[src/rtl/ram_burst_pkg.sv]
// ram_burst_pkg
//   Shared definitions for the RAM burst controller slice: FSM state encoding,
//   default RAM geometry and the RAM port opcode values.
//   No ports.
package ram_burst_pkg;

  // Default geometry of the 128x4 single-port RAM.
  localparam int RAM_AW = 7;
  localparam int RAM_DW = 4;

  // Value driven on ram_enb: 1 writes at the clock edge, 0 reads.
  localparam logic RAM_OP_WR = 1'b1;
  localparam logic RAM_OP_RD = 1'b0;

  typedef enum logic [1:0] {
    ST_IDLE  = 2'd0,
    ST_WR    = 2'd1,
    ST_RD    = 2'd2,
    ST_DRAIN = 2'd3
  } state_e;

endpackage

[src/rtl/rd_skid_buf.sv]
// rd_skid_buf
//   Two-entry FIFO that absorbs RAM read data so the read stream can stall
//   without losing the beat already in flight.
//   Ports:
//     clk, rst       clock, asynchronous active-low reset (flushes the FIFO)
//     push/push_data write one entry
//     pop            remove the head entry
//     head           head entry, forced to 0 while empty
//     count          occupancy, 0..2
module rd_skid_buf #(
  parameter int DW = 4
) (
  input  logic          clk,
  input  logic          rst,
  input  logic          push,
  input  logic [DW-1:0] push_data,
  input  logic          pop,
  output logic [DW-1:0] head,
  output logic [1:0]    count
);

  logic [DW-1:0] entries [2];
  logic          wr_ptr_q;
  logic          rd_ptr_q;
  logic [1:0]    count_q;
  logic          do_push;
  logic          do_pop;

  // Protect the pointers against a pop while empty or a push while full.
  assign do_pop  = pop && (count_q != 2'd0);
  assign do_push = push && ((count_q != 2'd2) || do_pop);

  generate
    for (genvar gi = 0; gi < 2; gi++) begin : g_entry
      logic [DW-1:0] entry_q;
      always_ff @(posedge clk or negedge rst) begin
        if (!rst) begin
          entry_q <= '0;
        end else if (do_push && (wr_ptr_q == 1'(gi))) begin
          entry_q <= push_data;
        end
      end
      assign entries[gi] = entry_q;
    end
  endgenerate

  always_ff @(posedge clk or negedge rst) begin
    if (!rst) begin
      wr_ptr_q <= 1'b0;
      rd_ptr_q <= 1'b0;
      count_q  <= 2'd0;
    end else begin
      if (do_push) wr_ptr_q <= ~wr_ptr_q;
      if (do_pop)  rd_ptr_q <= ~rd_ptr_q;
      count_q <= count_q + {1'b0, do_push} - {1'b0, do_pop};
    end
  end

  assign head  = (count_q == 2'd0) ? '0 : entries[rd_ptr_q];
  assign count = count_q;

endmodule

[src/rtl/ram_burst_ctrl.sv]
// ram_burst_ctrl
//   Burst access controller and sole master of a 2**AW x DW single-port RAM.
//   Takes one write or read burst command at a time and sequences one RAM
//   access per beat. Write beats arrive on wr_*, read beats leave on rd_*;
//   the RAM's one-cycle read latency is hidden behind a 2-entry skid buffer.
//   Ports:
//     clk, rst                      clock, asynchronous active-low reset
//     cmd_valid/ready/wr/addr/len   burst command (len = beats - 1)
//     wr_valid/ready/data           write beat stream
//     rd_valid/ready/data           read beat stream, full backpressure
//     busy                          burst in progress
//     err                           one-cycle pulse: command rejected
//     ram_enb/addr/w_data/r_data    RAM port (ram_r_data valid one cycle
//                                   after a read is presented)
//   Build option: define RAM_BURST_WRAP_EN to let a burst wrap from the top
//   address to 0; bounds checking and err are then removed.
module ram_burst_ctrl
  import ram_burst_pkg::*;
#(
  parameter int AW = RAM_AW,
  parameter int DW = RAM_DW
) (
  input  logic          clk,
  input  logic          rst,
  input  logic          cmd_valid,
  output logic          cmd_ready,
  input  logic          cmd_wr,
  input  logic [AW-1:0] cmd_addr,
  input  logic [AW-1:0] cmd_len,
  input  logic          wr_valid,
  output logic          wr_ready,
  input  logic [DW-1:0] wr_data,
  output logic          rd_valid,
  input  logic          rd_ready,
  output logic [DW-1:0] rd_data,
  output logic          busy,
  output logic          err,
  output logic          ram_enb,
  output logic [AW-1:0] ram_addr,
  output logic [DW-1:0] ram_w_data,
  input  logic [DW-1:0] ram_r_data
);

  state_e        state_q, state_d;
  logic [AW-1:0] cur_addr_q, cur_addr_d;
  logic [AW-1:0] rem_q, rem_d;
  logic [AW-1:0] addr_hold_q;
  logic          inflight_q;
  logic          err_q, err_d;

  logic          wr_beat;
  logic          rd_issue;
  logic          cmd_oob;
  logic          skid_pop;
  logic [DW-1:0] skid_head;
  logic [1:0]    skid_count;
  logic [2:0]    slots_used;

`ifdef RAM_BURST_WRAP_EN
  assign cmd_oob = 1'b0;
`else
  // Carry out of the AW+1-bit sum means the burst would run past the top.
  logic [AW:0] end_addr;
  assign end_addr = {1'b0, cmd_addr} + {1'b0, cmd_len};
  assign cmd_oob  = end_addr[AW];
`endif

  assign skid_pop = (skid_count != 2'd0) && rd_ready;

  // Occupancy counted after this cycle's pop, so a read can be issued in the
  // same cycle the consumer frees a slot; this keeps 1 beat/cycle while the
  // in-flight beat plus skid contents never exceed two entries.
  assign slots_used = {1'b0, skid_count} - {2'b0, skid_pop} + {2'b0, inflight_q};

  assign wr_beat  = (state_q == ST_WR) && wr_valid;
  assign rd_issue = (state_q == ST_RD) && (slots_used < 3'd2);

  always_comb begin
    state_d    = state_q;
    cur_addr_d = cur_addr_q;
    rem_d      = rem_q;
    err_d      = 1'b0;
    unique case (state_q)
      ST_IDLE: begin
        if (cmd_valid) begin
          if (cmd_oob) begin
            err_d = 1'b1;
          end else begin
            cur_addr_d = cmd_addr;
            rem_d      = cmd_len;
            state_d    = cmd_wr ? ST_WR : ST_RD;
          end
        end
      end
      ST_WR: begin
        if (wr_beat) begin
          cur_addr_d = cur_addr_q + AW'(1);
          rem_d      = rem_q - AW'(1);
          if (rem_q == '0) state_d = ST_IDLE;
        end
      end
      ST_RD: begin
        if (rd_issue) begin
          cur_addr_d = cur_addr_q + AW'(1);
          rem_d      = rem_q - AW'(1);
          if (rem_q == '0) state_d = ST_DRAIN;
        end
      end
      ST_DRAIN: begin
        // Nothing in flight and the skid empties at this edge.
        if (slots_used == 3'd0) state_d = ST_IDLE;
      end
      default: state_d = ST_IDLE;
    endcase
  end

  always_ff @(posedge clk or negedge rst) begin
    if (!rst) begin
      state_q     <= ST_IDLE;
      cur_addr_q  <= '0;
      rem_q       <= '0;
      addr_hold_q <= '0;
      inflight_q  <= 1'b0;
      err_q       <= 1'b0;
    end else begin
      state_q    <= state_d;
      cur_addr_q <= cur_addr_d;
      rem_q      <= rem_d;
      inflight_q <= rd_issue;
      err_q      <= err_d;
      if (wr_beat || rd_issue) addr_hold_q <= cur_addr_q;
    end
  end

  // Data returned by the read issued last cycle is captured here.
  rd_skid_buf #(.DW(DW)) u_rd_skid (
    .clk       (clk),
    .rst       (rst),
    .push      (inflight_q),
    .push_data (ram_r_data),
    .pop       (skid_pop),
    .head      (skid_head),
    .count     (skid_count)
  );

  assign cmd_ready  = (state_q == ST_IDLE);
  assign wr_ready   = (state_q == ST_WR);
  assign busy       = (state_q != ST_IDLE);
  assign err        = err_q;
  assign ram_enb    = wr_beat ? RAM_OP_WR : RAM_OP_RD;
  // Between accesses the address stays on the last one presented.
  assign ram_addr   = (wr_beat || rd_issue) ? cur_addr_q : addr_hold_q;
  assign ram_w_data = wr_beat ? wr_data : '0;
  assign rd_valid   = (skid_count != 2'd0);
  assign rd_data    = skid_head;

endmodule

[config.mk]
export PLATFORM = sky130hd
export DESIGN_NAME = ram_burst_ctrl
export DESIGN_NICKNAME = d
export VERILOG_FILES = /design/src/rtl/ram_burst_pkg.sv /design/src/rtl/rd_skid_buf.sv /design/src/rtl/ram_burst_ctrl.sv
export SDC_FILE = /design/constraint.sdc
export NUM_CORES = 1
export LEC_CHECK = 0
export CAP_MARGIN = 20
export CORE_MARGIN = 2
export CORE_UTILIZATION = 45
export DETAILED_ROUTE_END_ITERATION = 8
export GPL_TIMING_DRIVEN = 0
export PLACE_DENSITY = 0.81
export RECOVER_POWER = 25
export SYNTH_ARGS = -nofsm -noshare
export SYNTH_HDL_FRONTEND = slang
export SYNTH_SLANG_ARGS = --single-unit
export TNS_END_PERCENT = 10
[constraint.sdc]
create_clock -name clk -period 3.9 [get_ports clk]
set_input_delay 0.975 -clock clk [delete_from_list [all_inputs] [get_ports clk]]
set_output_delay 0.975 -clock clk [all_outputs]
set_load 0.01 [all_outputs]
### After elaboration in Yosys (flattened, before gate mapping)

Index checks and enable logic that the tools add are counted.

* input port bits: 28
* output and inout bits: 21
* logic and storage cells: 81
* flip-flop bits (word level): 37

* eq/ne operators: 11
* bitwise logic cells: 3
* reduce and logical (&&, ||, !) cells: 18
* add/sub/neg operators: 7
* order comparisons: 2
* mux-type cells: 29

Operators with widths (count)
* $mux W7: 9
* $pmux W7 S3: 2
* $mux W4: 5
* $mux W2: 8
* $ne A2 B2 Y1 const B: 5
* $add A7 B7 Y8: 1
* $pmux W2 S4: 1
* $add A7 B1 Y7 const B: 1
* $logic_and A1 B1 Y1: 7
* $logic_not A7 Y1: 1
* $reduce_and A7 Y1: 1
* $sub A7 B1 Y7 const B: 1
* $ne A2 B1 Y1 const B: 3
* $reduce_and A5 Y1: 1
* $eq A2 B2 Y1 const B: 2
* $logic_not A2 Y1: 2
* $mux W1: 4
* $reduce_bool A2 Y1: 2
* $add A3 B1 Y3: 1
* $logic_not A3 Y1: 1
* $lt A3 B2 Y1 const B: 1
* $reduce_bool A3 Y1: 1
* $sub A2 B1 Y3: 1
* $add A2 B1 Y2: 1
* 6 further kinds: 8

### Depth between registers and ports, before layout

* word-level depth: 8
* depth in mapped cells: 13
* gate-level depth less buffers: 11

### Hierarchy

From an unflattened synthesis, not the netlist that was laid out.

* cells, all modules: 231
* area, all modules: 2282.2 um^2

By module, submodules not included
* ram_burst_ctrl: cells an instance 183, sequential area each 625.6 um^2, times used 1, area an instance 1694.1 um^2
* rd_skid_buf: cells an instance 48, sequential area each 300.3 um^2, times used 1, area an instance 588.1 um^2

### Worst setup path after synthesis

Ideal clock, no wire load.

* kind: input to output
* start point: in rd_ready
* end point: out ram_addr[0]
* arrival: 3.037 ns
* buffers on the path: 0
* path slack: -0.112 ns
* stages on the path: 9
* data required time: 2.925 ns
* cell sequence: nor2b_1 ha_1 inv_1 ha_1 fa_1 xnor2_1 nor3b_1 nor2_1 mux2_2

* cells in the longest elaborated chain, start to end: 7

Ends and longest elaborated chain
* start: declaration: RTL line ram_burst_ctrl.sv:34 `input logic rd_ready,`
* $logic_and A1 B1 Y1: RTL line ram_burst_ctrl.sv:68 `assign skid_pop = (skid_count != 2'd0) && rd_ready;`
* $sub A2 B1 Y3: RTL line ram_burst_ctrl.sv:73 `assign slots_used = {1'b0, skid_count} - {2'b0, skid_pop} + {2'b0, inflight_q};`
* $add A3 B1 Y3: RTL line ram_burst_ctrl.sv:73
* $lt A3 B2 Y1: RTL line ram_burst_ctrl.sv:76 `assign rd_issue = (state_q == ST_RD) && (slots_used < 3'd2);`
* $logic_and A1 B1 Y1: RTL line ram_burst_ctrl.sv:76
* named net rd_issue: RTL line ram_burst_ctrl.sv:52 `logic rd_issue;`
* $logic_or A1 B1 Y1: RTL line ram_burst_ctrl.sv:152 `assign ram_addr = (wr_beat || rd_issue) ? cur_addr_q : addr_hold_q;`
* $mux W7
* end: declaration: RTL line ram_burst_ctrl.sv:39 `output logic [AW-1:0] ram_addr,`

The timed path passes the listed nets, and every way through them passes these cells.

### Worst setup path in the final report

Ends and elaborated chain as after synthesis.

==> run metrics <==
number of library cell types mapped by synthesis 39; final-stage net count 327; number of antenna violations at the first check in global routing 0; port bufs 48; proportion of layout cells with a drive suffix above 1 17.7%; DRC Markers 0; crit path launch type input port; Site Rows 25; max_slew headroom -31.8%; Layout Area Growth over Synthesis 36.4%; net load switching power 1.13 mW; sum of routed wire length over all layers 5150 um; first-pass GRT wire length 8580 um; post-layout util 64.1%; aggregate global routing overflow 0; antenna-violating nets left 0; violations in the final reports capacitance limit, slew limit, setup timing; switching fraction of total power 41.0%; Avg Vias per Cell 5.57; area of the mapped netlist 2220 um^2; result of the run complete, but fails checks; proportion of synthesized chip area in sequential cells 41.7%; depth of the worst hold-timing path 1; Final Cycle Share 103%; Worst EP required 2920 ps; placer congestion estimate 0.914; slack of the worst reg-to-reg path 430 ps; power density over the cells 908 nW/um^2; leakage power summed over all cells 1.36 nW; endpoints failing setup 7; number of DRC markers after the initial detailed-route iteration 87; Clock H-tree levels 2; starting density of the core 47.0%; routed len/inst 14.8 um; data arrival time at the worst-slack endpoint 3040 ps; die span in y 74.2 um; sequential share of power 26.4%; class of the tightest hold or removal check reg2reg; critical path endpoint ram_addr[0]; share of power burned in combinational logic 61.4%; largest net degree at the start of global routing 38; Worst R2R End state_q[1]; Setup CP Type in2out; setup slack after placement -1080 ps; number of clock sinks seen by CTS 37; Final Slew Violations 38; fraction of power consumed by the clock network 12.2%; all-layer global routing usage 20.2%; Cells after Synth 221; root buffer cell sky130_fd_sc_hd__clkbuf_8; Peak supply drop 0.493 mV; critical path launch point rd_ready; cell count of the worst reg-to-reg path 13; worst setup skew after layout 10.0 ps; hpwl dp 3730 um; capturing element type of the critical path output port; max-cap violations 1; hold_ws 497 ps; count of yosys warnings during synthesis 0; Die ar. 5510 um^2; Achievable Freq 249 MHz; Worst-path clk slew 80 ps; Synth Area per Inst 10.0 um^2; register bit count reported by yosys 37; CTS tree done; critical path peak fanout 7; Longest Clk Path Bufs 2; setup TNS -774 ps; Syn Nets 267; area of the placeable core 4720 um^2; horizontal die dimension 74.2 um; TritonCTS buffer count 5; crit path setup slack, layout -115 ps; latest clock arrival within the worst-skew pair 290 ps; cell internal power dissipation 1.62 mW; worst reg2reg path startpoint u_rd_skid.count[1]; setup repair after global routing missed its margin yes; slew at the pin closest to its max-slew limit 1980 ps; number of buffers inserted for hold repair after clock tree synthesis 0; Hold Violations, Final 0; vias in the first global route 1891; length of the first detailed-routing pass in iterations 4; total vias in the final route 1945; count of filler cells inserted in the layout 375; number of antenna diodes 0; I/O pin total 49; Tmin final 4020 ps
==> routing by layer <==
metal  vias to the layer above  part of all wire (%)  global-route usage, %
li1                        916                     -                      -
met1                       935                    42                   26.9
met2                        88                    48                   32.8
met3                         6                   8.6                   4.61
met4                         0                  0.81                   6.94
met5                         -                     0                      0
==> timing repair <==
action,in CTS,in global routing
setup endpoints to repair,9,7
setup buffers,6,1
cloned,0,0
gates resized for setup,58,0
pin swaps,5,5
==> layout by cell type, fill, tap and decap left out, types with 9 or more instances in the layout <==
| master | synthesis | final |
|---|---|---|
| sky130_fd_sc_hd__buf_6 | 1 | 9 |
| sky130_fd_sc_hd__clkbuf_1 | 8 | 9 |
| sky130_fd_sc_hd__clkdlybuf4s50_1 | 0 | 39 |
| sky130_fd_sc_hd__dfrtp_1 | 37 | 37 |
| sky130_fd_sc_hd__ha_1 | 17 | 15 |
| sky130_fd_sc_hd__inv_1 | 16 | 15 |
| sky130_fd_sc_hd__mux2_2 | 17 | 10 |
| sky130_fd_sc_hd__nand2_1 | 13 | 13 |
| sky130_fd_sc_hd__nand3_1 | 10 | 10 |
| sky130_fd_sc_hd__nor2_1 | 11 | 9 |
| sky130_fd_sc_hd__o21ai_0 | 11 | 11 |
==> flip-flops by register name, summed over array words and instances, names as in the netlist <==
| name | cells |
|---|---|
| u_rd_skid.wr_ptr_q | 1 |
| cur_addr_q | 7 |
| u_rd_skid.count | 2 |
| rem_q | 7 |
| u_rd_skid.g_entry.entry_q | 8 |
| state_q | 2 |
| err | 1 |
| inflight_q | 1 |
| addr_hold_q | 7 |
| u_rd_skid.rd_ptr_q | 1 |
==> cells by family after synthesis <==
group                      count (synthesis)  share of synthesized area (%)
and+or+nand+nor                           70                           16.5
AOI/OAI and AO/OA                         42                           13.3
DFF                                       37                           41.7
buffers and inverters                     27                           5.02
muxes                                     23                           11.3
adders and majority gates                 18                           10.5
xor gates and xnor gates                   4                           1.58
==> how the worst min path moves through the flow <==
stage | slack (ps) | to | startpoint
6_report | 500 | u_rd_skid.wr_ptr_q | u_rd_skid.wr_ptr_q
5_1_grt | 520 | u_rd_skid.wr_ptr_q | u_rd_skid.wr_ptr_q
4_1_cts | 500 | u_rd_skid.wr_ptr_q | u_rd_skid.wr_ptr_q
3_5_place_dp | 480 | addr_hold_q[1] | addr_hold_q[1]
3_3_place_gp | 480 | u_rd_skid.wr_ptr_q | u_rd_skid.wr_ptr_q
2_1_floorplan | 460 | u_rd_skid.wr_ptr_q | u_rd_skid.wr_ptr_q
==> Yosys cell counts <==
| cell type | instances | share of area [%] |
|---|---|---|
| sky130_fd_sc_hd__dfrtp_1 | 37 | 42 |
| sky130_fd_sc_hd__ha_1 | 17 | 9.6 |
| sky130_fd_sc_hd__mux2_2 | 17 | 8.6 |
| sky130_fd_sc_hd__inv_1 | 16 | 2.7 |
| sky130_fd_sc_hd__nand2_1 | 13 | 2.2 |
| sky130_fd_sc_hd__nor2_1 | 11 | 1.9 |
| sky130_fd_sc_hd__o21ai_0 | 11 | 2.5 |
| sky130_fd_sc_hd__nand3_1 | 10 | 2.3 |
| sky130_fd_sc_hd__clkbuf_1 | 8 | 1.4 |
| sky130_fd_sc_hd__nor3_1 | 7 | 1.6 |
| sky130_fd_sc_hd__a211o_1 | 6 | 2.4 |
| sky130_fd_sc_hd__and3_1 | 6 | 1.7 |
| sky130_fd_sc_hd__mux2i_1 | 6 | 2.7 |
| sky130_fd_sc_hd__nor2b_1 | 6 | 1.7 |
| sky130_fd_sc_hd__nor4_1 | 5 | 1.4 |
| sky130_fd_sc_hd__o41ai_1 | 5 | 2.0 |
| sky130_fd_sc_hd__a2bb2oi_1 | 4 | 1.6 |
| sky130_fd_sc_hd__nand2b_1 | 4 | 1.1 |
| sky130_fd_sc_hd__a21oi_1 | 3 | 0.68 |
| sky130_fd_sc_hd__o22ai_1 | 3 | 0.85 |
| sky130_fd_sc_hd__xor2_1 | 3 | 1.2 |
| sky130_fd_sc_hd__a211oi_1 | 2 | 0.68 |
| sky130_fd_sc_hd__buf_2 | 2 | 0.45 |
| sky130_fd_sc_hd__nand3b_1 | 2 | 0.68 |
| sky130_fd_sc_hd__o31a_1 | 2 | 0.79 |
| sky130_fd_sc_hd__o31ai_1 | 2 | 0.68 |
| sky130_fd_sc_hd__a31oi_1 | 1 | 0.28 |
| sky130_fd_sc_hd__and2_1 | 1 | 0.28 |
| sky130_fd_sc_hd__buf_6 | 1 | 0.51 |
| sky130_fd_sc_hd__fa_1 | 1 | 0.90 |
| sky130_fd_sc_hd__nand4_1 | 1 | 0.28 |
| sky130_fd_sc_hd__nor3b_1 | 1 | 0.34 |
| sky130_fd_sc_hd__nor4b_1 | 1 | 0.39 |
| sky130_fd_sc_hd__o21a_1 | 1 | 0.34 |
| sky130_fd_sc_hd__o21ai_1 | 1 | 0.23 |
| sky130_fd_sc_hd__o32ai_1 | 1 | 0.39 |
| sky130_fd_sc_hd__or2_0 | 1 | 0.28 |
| sky130_fd_sc_hd__or4b_1 | 1 | 0.45 |
| sky130_fd_sc_hd__xnor2_1 | 1 | 0.39 |
==> stage by stage <==
| step | instances | power (mW) | cell area [um^2] |
|---|---|---|---|
| after floorplan | 221 | 1.73 | 2230 |
| after global placement | 336 | 2.21 | 2790 |
| after detailed placement | 336 | 2.25 | 2790 |
| after CTS | 349 | 2.75 | 3030 |
| after global routing | 349 | 2.96 | 3030 |
| final | 349 | 2.75 | 3030 |
==> worst max-delay path, cell delays in order <==
cell and delay, ps:
sky130_fd_sc_hd__buf_6 90, sky130_fd_sc_hd__nor2b_4 120, sky130_fd_sc_hd__ha_4 280, sky130_fd_sc_hd__inv_4 30
sky130_fd_sc_hd__ha_4 140, sky130_fd_sc_hd__fa_2 560, sky130_fd_sc_hd__nor3b_2 70, sky130_fd_sc_hd__nor2_4 280
sky130_fd_sc_hd__mux2_4 350, sky130_fd_sc_hd__buf_6 120
==> power groups by stage <==
stage | Sequential, mW | Clock [mW] | Combinational (mW)
3_3_place_gp | 0.713 | 0 | 1.49
6_report | 0.724 | 0.336 | 1.69
4_1_cts | 0.723 | 0.344 | 1.68
5_1_grt | 0.750 | 0.363 | 1.85
3_5_place_dp | 0.722 | 0 | 1.52
2_1_floorplan | 0.685 | 0 | 1.04
==> final cells by class <==
| type | instances | area, um^2 | share of cell area, % |
|---|---|---|---|
| well taps | 67 | 83.8 | 2.77 |
| inverters | 16 | 62.6 | 2.07 |
| flip-flops and latches | 37 | 926 | 30.6 |
| clock buffers | 5 | 68.8 | 2.27 |
| clock inverters | 3 | 46.3 | 1.53 |
| multi-input cells | 157 | 1260 | 41.8 |
| repair buffers | 53 | 522 | 17.2 |
| plain buffers | 11 | 51.3 | 1.70 |
Note: power is estimated with default switching activity, not from simulation.
